<file path="config.mk">
export PLATFORM = sky130hd
export DESIGN_NAME = mux_nto1_rr
export DESIGN_NICKNAME = d
export VERILOG_FILES = /design/src/rtl/mux_pkg.sv /design/src/rtl/rr_pick.sv /design/src/rtl/mux_nto1_rr.sv
export SDC_FILE = /design/constraint.sdc
export NUM_CORES = 1
export LEC_CHECK = 0
export BUFFER_PORTS_ARGS = -buffer_cell sky130_fd_sc_hd__buf_2
export CAP_MARGIN = 5
export CORE_ASPECT_RATIO = 1.1
export CORE_UTILIZATION = 39
export DETAILED_ROUTE_END_ITERATION = 6
export PLACE_DENSITY = 0.73
export SYNTH_ARGS = -nofsm -noshare
export SYNTH_HDL_FRONTEND = slang
export SYNTH_SLANG_ARGS = --single-unit
</file>
<file path="constraint.sdc">
create_clock -name clk -period 1.9 [get_ports clk]
set_input_delay 0 -clock clk [delete_from_list [all_inputs] [get_ports clk]]
set_output_delay 0 -clock clk [all_outputs]
set_load 0.005 [all_outputs]
</file>
<file path="src/rtl/mux_pkg.sv">
// Shared types and helpers for the N-to-1 channel merge multiplexer.
package mux_pkg;

  typedef enum logic {
    MODE_FIXED = 1'b0,
    MODE_RR    = 1'b1
  } mode_t;

  function automatic int sel_width(input int n);
    return $clog2(n);
  endfunction

endpackage

</file>
<file path="src/rtl/rr_pick.sv">
// Rotating-priority picker: returns the first requester at or after ptr_i,
// wrapping past the top channel back to channel 0.
module rr_pick import mux_pkg::*; #(
  parameter int N_CH  = 4,
  parameter int SEL_W = sel_width(N_CH)
) (
  input  logic [N_CH-1:0]  req_i,
  input  logic [SEL_W-1:0] ptr_i,
  output logic [N_CH-1:0]  grant_o,
  output logic [SEL_W-1:0] idx_o,
  output logic             any_o
);

  // Duplicating the request vector turns the wrap-around scan into a plain
  // lowest-set-bit search over the bits at or above the pointer.
  logic [2*N_CH-1:0] req_dbl;
  assign req_dbl = {req_i, req_i};

  // NOTE: every output gets a default before the loop so no path through the
  // block leaves a value unassigned, which would otherwise infer a latch.
  always_comb begin
    int k;
    k       = 0;
    grant_o = '0;
    idx_o   = '0;
    any_o   = 1'b0;
    for (int j = 0; j < 2*N_CH; j++) begin
      if (!any_o && req_dbl[j] && (j >= int'(ptr_i))) begin
        any_o      = 1'b1;
        k          = (j >= N_CH) ? j - N_CH : j;
        grant_o[k] = 1'b1;
        idx_o      = SEL_W'(k);
      end
    end
  end

endmodule

</file>
<file path="src/rtl/mux_nto1_rr.sv">
// N-to-1 channel merge with a registered output stage, selectable between a
// fixed channel select and fair round-robin arbitration.
module mux_nto1_rr import mux_pkg::*; #(
  parameter int N_CH  = 4,
  parameter int WIDTH = 8,
  parameter int SEL_W = sel_width(N_CH)
) (
  input  logic                  clk,
  input  logic                  rst_n,
  input  logic                  mode_i,
  input  logic [SEL_W-1:0]      sel_i,
  input  logic [N_CH*WIDTH-1:0] in_data_i,
  input  logic [N_CH-1:0]       in_valid_i,
  output logic [N_CH-1:0]       in_ready_o,
  output logic [WIDTH-1:0]      out_data_o,
  output logic [SEL_W-1:0]      out_ch_o,
  output logic                  out_valid_o,
  input  logic                  out_ready_i
);

  mode_t             mode;
  logic              can_load;
  logic              xfer;
  logic [N_CH-1:0]   fix_grant;
  logic [N_CH-1:0]   rr_grant;
  logic [SEL_W-1:0]  rr_idx;
  logic              rr_any;
  logic [N_CH-1:0]   grant;
  logic [SEL_W-1:0]  xfer_ch;
  logic [WIDTH-1:0]  pick_data;

  logic [WIDTH-1:0]  out_data_q, out_data_d;
  logic [SEL_W-1:0]  out_ch_q,   out_ch_d;
  logic              out_valid_q, out_valid_d;
  logic [SEL_W-1:0]  ptr_q,      ptr_d;

  assign mode     = mode_t'(mode_i);
  assign can_load = !out_valid_q || out_ready_i;

  rr_pick #(.N_CH(N_CH), .SEL_W(SEL_W)) u_pick (
    .req_i   (in_valid_i),
    .ptr_i   (ptr_q),
    .grant_o (rr_grant),
    .idx_o   (rr_idx),
    .any_o   (rr_any)
  );

  // A select beyond the last channel matches no bit, so nothing is granted.
  always_comb begin
    fix_grant = '0;
    for (int i = 0; i < N_CH; i++) begin
      fix_grant[i] = (int'(sel_i) == i) && in_valid_i[i];
    end
  end

  assign grant      = (mode == MODE_RR) ? (rr_any ? rr_grant : '0) : fix_grant;
  assign in_ready_o = grant & {N_CH{can_load & rst_n}};
  assign xfer       = |(in_valid_i & in_ready_o);
  assign xfer_ch    = (mode == MODE_RR) ? rr_idx : sel_i;

  always_comb begin
    pick_data = '0;
    for (int i = 0; i < N_CH; i++) begin
      if (grant[i]) pick_data = in_data_i[i*WIDTH +: WIDTH];
    end
  end

  always_comb begin
    out_data_d  = out_data_q;
    out_ch_d    = out_ch_q;
    out_valid_d = out_valid_q;
    ptr_d       = ptr_q;
    if (xfer) begin
      out_data_d  = pick_data;
      out_ch_d    = xfer_ch;
      out_valid_d = 1'b1;
      if (mode == MODE_RR) begin
        ptr_d = (int'(xfer_ch) == N_CH - 1) ? '0 : xfer_ch + SEL_W'(1);
      end
    end else if (out_ready_i) begin
      out_valid_d = 1'b0;
    end
  end

  // NOTE: state registers use non-blocking assignments so every flop samples
  // the pre-edge values regardless of statement order.
  always_ff @(posedge clk or negedge rst_n) begin
    if (!rst_n) begin
      out_data_q  <= '0;
      out_ch_q    <= '0;
      out_valid_q <= 1'b0;
      ptr_q       <= '0;
    end else begin
      out_data_q  <= out_data_d;
      out_ch_q    <= out_ch_d;
      out_valid_q <= out_valid_d;
      ptr_q       <= ptr_d;
    end
  end

  assign out_data_o  = out_data_q;
  assign out_ch_o    = out_ch_q;
  assign out_valid_o = out_valid_q;

endmodule

</file>
# [Word level (Yosys, flattened, before mapping)]
# Cells that the tools add are included.
[op_classes] n_addsub=1 magnitude_cmp=3 eq_ne=4 mux=32 bitwise_logic=3 n_reduce_logical=27
[ops] cell="$mux 8" n=4
[ops] cell="$mux 1" n=18
[ops] cell="$mux 2" n=8
[ops] cell="$logic_and 1x1->1" n=14
[ops] cell="$and 4x4->4" n=2
[ops] cell="$logic_not 1->1" n=8
[ops] cell="$mux 4" n=2
[ops] cell="$eq 2x1->1 const B" n=2
[ops] cell="$eq 2x2->1 const B" n=2
[ops] cell="$ge 1x2->1 const A" n=2
[ops] cell="$reduce_or 4->1" n=1
[ops] cell="$add 2x1->2 const B" n=1
[ops] cell="$ge 2x2->1 const A" n=1
[ops] cell="$logic_not 2->1" n=1
[ops] cell="$reduce_and 2->1" n=1
[ops] cell="$reduce_bool 2->1" n=1
[ops] cell="$and 1x1->1" n=1
[ops] cell="$logic_or 1x1->1" n=1
[totals] regBits=13 out_inout_bits=15 wordCells=74

# [Depth between registers and ports, before layout]
[logic_depth] depth_word=32 depth_mapped=8

# [By module]
# Synthesis repeated with hierarchy kept, for this count alone.
[unflattened] hier_cells=147 area_unflattened_um2=1202.4
[by_module_without_submodules] module="mux_nto1_rr" instances=1 cells_per_inst=114 area_each_um2=979.7
[by_module_without_submodules] module="rr_pick" instances=1 cells_per_inst=33 area_each_um2=222.7

# [Worst setup path before layout]
# OpenSTA, ideal clock, no wires.
[synth_timing] path_type="flip-flop to flip-flop" startpoint="reg ptr_q[0]" endpoint="reg out_data_q[0], in the netlist out_data_o[0]" arrival_time_ns=1.538 t_required_ns=1.777 slack_ns=0.238 path_stages_with_launch=8 synth_period_minus_slack_ns=1.662 path_cell_list="dfrtp_1 > nor3b_1 > o31a_1 > o21ai_2 > buf_4 > nand2_2 > and3b_1 > o31ai_2"
[synth_between] elab_chain_len=32
[synth_lines] item="start, declared" line_no="mux_nto1_rr.sv:35" source="logic [SEL_W-1:0] ptr_q, ptr_d;"
[synth_lines] item="start signal, assigned" line_no="mux_nto1_rr.sv:97" source="ptr_q <= ptr_d;"
[synth_lines] item="$ge 1x2->1" line_no="rr_pick.sv:28" source="if (!any_o && req_dbl[j] && (j >= int'(ptr_i))) begin"
[synth_lines] item="$logic_and 1x1->1" line_no="rr_pick.sv:28"
[synth_lines] item="$mux 1" line_no="rr_pick.sv:28"
[synth_lines] item="$logic_not 1->1" line_no="rr_pick.sv:28"
[synth_lines] item="$logic_and 1x1->1 (2 in series)" line_no="rr_pick.sv:28"
[synth_lines] item="$mux 1" line_no="rr_pick.sv:28"
[synth_lines] item="$logic_not 1->1" line_no="rr_pick.sv:28"
[synth_lines] item="$logic_and 1x1->1 (2 in series)" line_no="rr_pick.sv:28"
[synth_lines] item="[10 not listed]"
[synth_lines] item="$logic_not 1->1" line_no="rr_pick.sv:28"
[synth_lines] item="$logic_and 1x1->1" line_no="rr_pick.sv:28"
[synth_lines] item="$mux 1" line_no="rr_pick.sv:28"
[synth_lines] item="$logic_not 1->1" line_no="rr_pick.sv:28"
[synth_lines] item="$logic_and 1x1->1" line_no="rr_pick.sv:28"
[synth_lines] item="$mux 1" line_no="rr_pick.sv:28"
[synth_lines] item="$mux 4 (*) (2 in series)" line_no="mux_nto1_rr.sv:56" source="assign grant = (mode == MODE_RR) ? (rr_any ? rr_grant : '0) : fix_grant;"
[synth_lines] item="$mux 8 (4 in series)" line_no="mux_nto1_rr.sv:64" source="if (grant[i]) pick_data = in_data_i[i*WIDTH +: WIDTH];"
[synth_lines] item="end signal, assigned" line_no="mux_nto1_rr.sv:94" source="out_data_q <= out_data_d;"
[synth_lines] item="end, declared" line_no="mux_nto1_rr.sv:32" source="logic [WIDTH-1:0] out_data_q, out_data_d;"
# Every way passes the cells marked *; elsewhere a longest branch is shown, timed or not.
# A chain may end at the register's enable or synchronous reset.

# [Worst setup path in the final report]
# Ends and elaborated chain as after synthesis.

==> impl_metrics.ini <==
[worst_setup_path]
cp.required_ps = 2080
critPathArrivalTime_ps = 2040
slowest_stage = dfrtp_2
end_kind = register
path_cells = nor3b_2 -> o31a_1 -> o21ai_2 -> a41o_4 -> buf_12 -> nand2_1 -> o31ai_2
crit_fanout = 9
path_class = register to register
slowest_delay_ps = 480
worstSetupStartpointType = register

[pwr]
leakage_nw = 0.7456
ir_drop_mv = 0.6671
p_sw_mw = 0.6648
power_density_mw_per_mm2 = 1027
sequentialPowerShare_pct = 30.7
p_comb_share_pct = 57.9
sw_frac_of_total_pct = 41.66
clkPwrFrac_pct = 11.3
internal_power_mw = 0.9312

[clock_tree]
clk_pin_slew_ps = 90
clock_latency_ps = 290
cts_buffer_depth = 2
cts_tree = done
cts-root-buf = clkbuf_4
htree_levels = 1
clock-sinks = 13
cts_buffers = 3

[grt]
overflow = 0
grt_max_degree = 15
grt_usage_pct = 23.20
grt_pass1_wl_mm = 5.237
grt_pass1_vias = 1133
antenna_found_initial = 0

[timing]
post-route-period-util_pct = 98.10
fin_ws_ps = 36.14
relSlewSlack_pct = 77.47
finalMaxSlewViolations = 0
final_hold_viol_count = 0
clock_skew_ps = 15.38
final-setup-viol-count = 0
max_freq_ghz = 0.5365
layout_min_cycle_time_ps = 1864
whs_ps = 17.89
tightest_slew_ps = 337.9

[cells_and_area]
n_antenna_cell = 0
fill_cells = 237
regArea_um2 = 327.8
multi_input_area_um2 = 742.0
syn2layout_area_growth_pct = 39.39
drive_gt1_share_pct = 50.26
fin_nets = 234
design_area_mm2 = 0.001554

[placed_design]
place_hpwl_mm = 2.689
placed_area_mm2 = 0.001424
port-buffer-count = 56
gp_congestion = 0.9815
dp_slack_ps = 36.83

[synthesis]
synthArstFlopShare_pct = 100.0
yosys-top-cells-area = dfrtp_1 (29%), o31ai_2 (9.0%), o21ai_0 (8.1%)
yosysWarnings = 0
synth.most_common_cell = o21ai_0
synth_seq_cells = 13
synth_cell_type_count = 36
ys_seq_area_share_pct = 29.18
synth_top_area_share_pct = 29.18
synth_nets = 170
avgSynthCellArea_um2 = 8.710
synthFlopType = dfrtp_1
syn_inst = 128
yosys-top-cells-count = o21ai_0 (18), nand2_1 (15), dfrtp_1 (13)
yosys.area.top_type = dfrtp_1
syn_area_mm2 = 0.001115
synth_edf_count = 0

[route]
dr.pass1.iters = 4
wl_mm = 3.665
drt_iter0_drc = 39
vias = 1297
antenna_left = 0
routedWlPerCell_um = 16.51
drc = 0
viasPerCell = 5.842

[die]
ioPinCount = 57
core_mm2 = 0.002591
num_rows = 19
dieArea_mm2 = 0.003077
initial_utilization_pct = 43.02
die_w_um = 52.98
fp.dieH_um = 58.08

[run_status]
outcome = finished clean

[min_path]
hold_class = input port to register

[flow_run]
drv_cap = 0
==> layout by cell type, fill, tap and decap left out, drive strengths merged <==
cell type    count
buf             67
o21ai           26
nand2           16
dfrtp           13
o31ai            9
o22ai            8
and3b            8
nor2             6
clkbuf           5
nor2b            4
nand2b           3
a21oi            3
a211oi           2
nor3             2
inv              2
nor3b            2
a41o             2
a32oi            2
o31a             1
a41oi            1
a2bb2oi          1
nor4b            1
o211a            1
and4             1
a211o            1
or2              1
and3             1
nand3            1
dlygate4sd3      1
==> logic make-up (layout without fill, tap and decap cells) <==
family / Yosys count / in the layout / share of synthesized area [%]
compound gates: 57 / 57 / 37.94
buf+inv: 12 / 75 / 7.407
flops: 13 / 13 / 29.18
simple gates: 46 / 46 / 25.48
==> layout make-up <==
type                    count  area share, %
repair buffers             69          26.49
inverters                   2         0.4831
well taps                  31          2.496
clock buffers               4          1.691
multi-input cells         103          47.75
flip-flops and latches     13          21.09
==> stage by stage <==
stage          setup TNS (ps)  total power [mW]  instances  utilization, %
2_1_floorplan               0             1.005        128               -
6_report                    0             1.596        222           59.97
3_3_place_gp                0             1.252        212           54.95
4_1_cts                     0             1.485        217           56.59
5_1_grt                -109.6             1.711        222           59.97
3_5_place_dp                0             1.294        212           54.95
==> registers in the layout, summed over array words and instances (netlist names) <==
name / count
out_data_o: 8
out_ch_o: 2
ptr_q: 2
out_valid_o: 1
==> power groups by stage <==
| stage | Sequential, mW | Combinational, mW | Clock, mW |
|---|---|---|---|
| 2_1_floorplan | 0.478 | 0.526 | 0 |
| 3_3_place_gp | 0.484 | 0.768 | 0 |
| 3_5_place_dp | 0.498 | 0.796 | 0 |
| 4_1_cts | 0.498 | 0.803 | 0.184 |
| 5_1_grt | 0.500 | 1.01 | 0.202 |
| 6_report | 0.491 | 0.925 | 0.181 |
==> final timing paths <==
check	start	depth (start not counted)	slack [ps]	endpoint
max	ptr_q[0]	7	40	out_data_o[0]
min	out_ready_i	3	20	out_valid_o
max reg2reg	ptr_q[0]	7	40	out_data_o[0]
min reg2reg	out_data_o[3]	2	480	out_data_o[3]
max in group asynchronous	rst_n	2	1500	ptr_q[1]
min in group asynchronous	rst_n	2	140	out_data_o[5]
==> layer usage <==
layer	vias to the layer above	wire, um	track usage [%]
met3	10	239	6.299
met2	66	1790	35.99
li1	612	-	-
met1	609	1549	31.12
met5	-	0	0
met4	0	86	7.143
==> worst max-delay path: cells and delay by family (launching register included) <==
| family | cells | cell delay (ps) |
|---|---|---|
| AO/OA/AOI/OAI | 4 | 870 |
| flip-flops | 1 | 480 |
| AND/OR/NAND/NOR | 2 | 260 |
| buffers and inverters | 1 | 140 |
==> repair_timing <==
item / CTS / global route
cloned: 0 / 1
pin swaps: 0 / 1
resized for setup: 2 / 8
hold buffers: 1 / 0
endpoints found under the hold margin: 13 / 0
setup buffers: 0 / 4
setup endpoints to repair: 5 / 12
No activity file was read; power rests on OpenSTA's default activity.
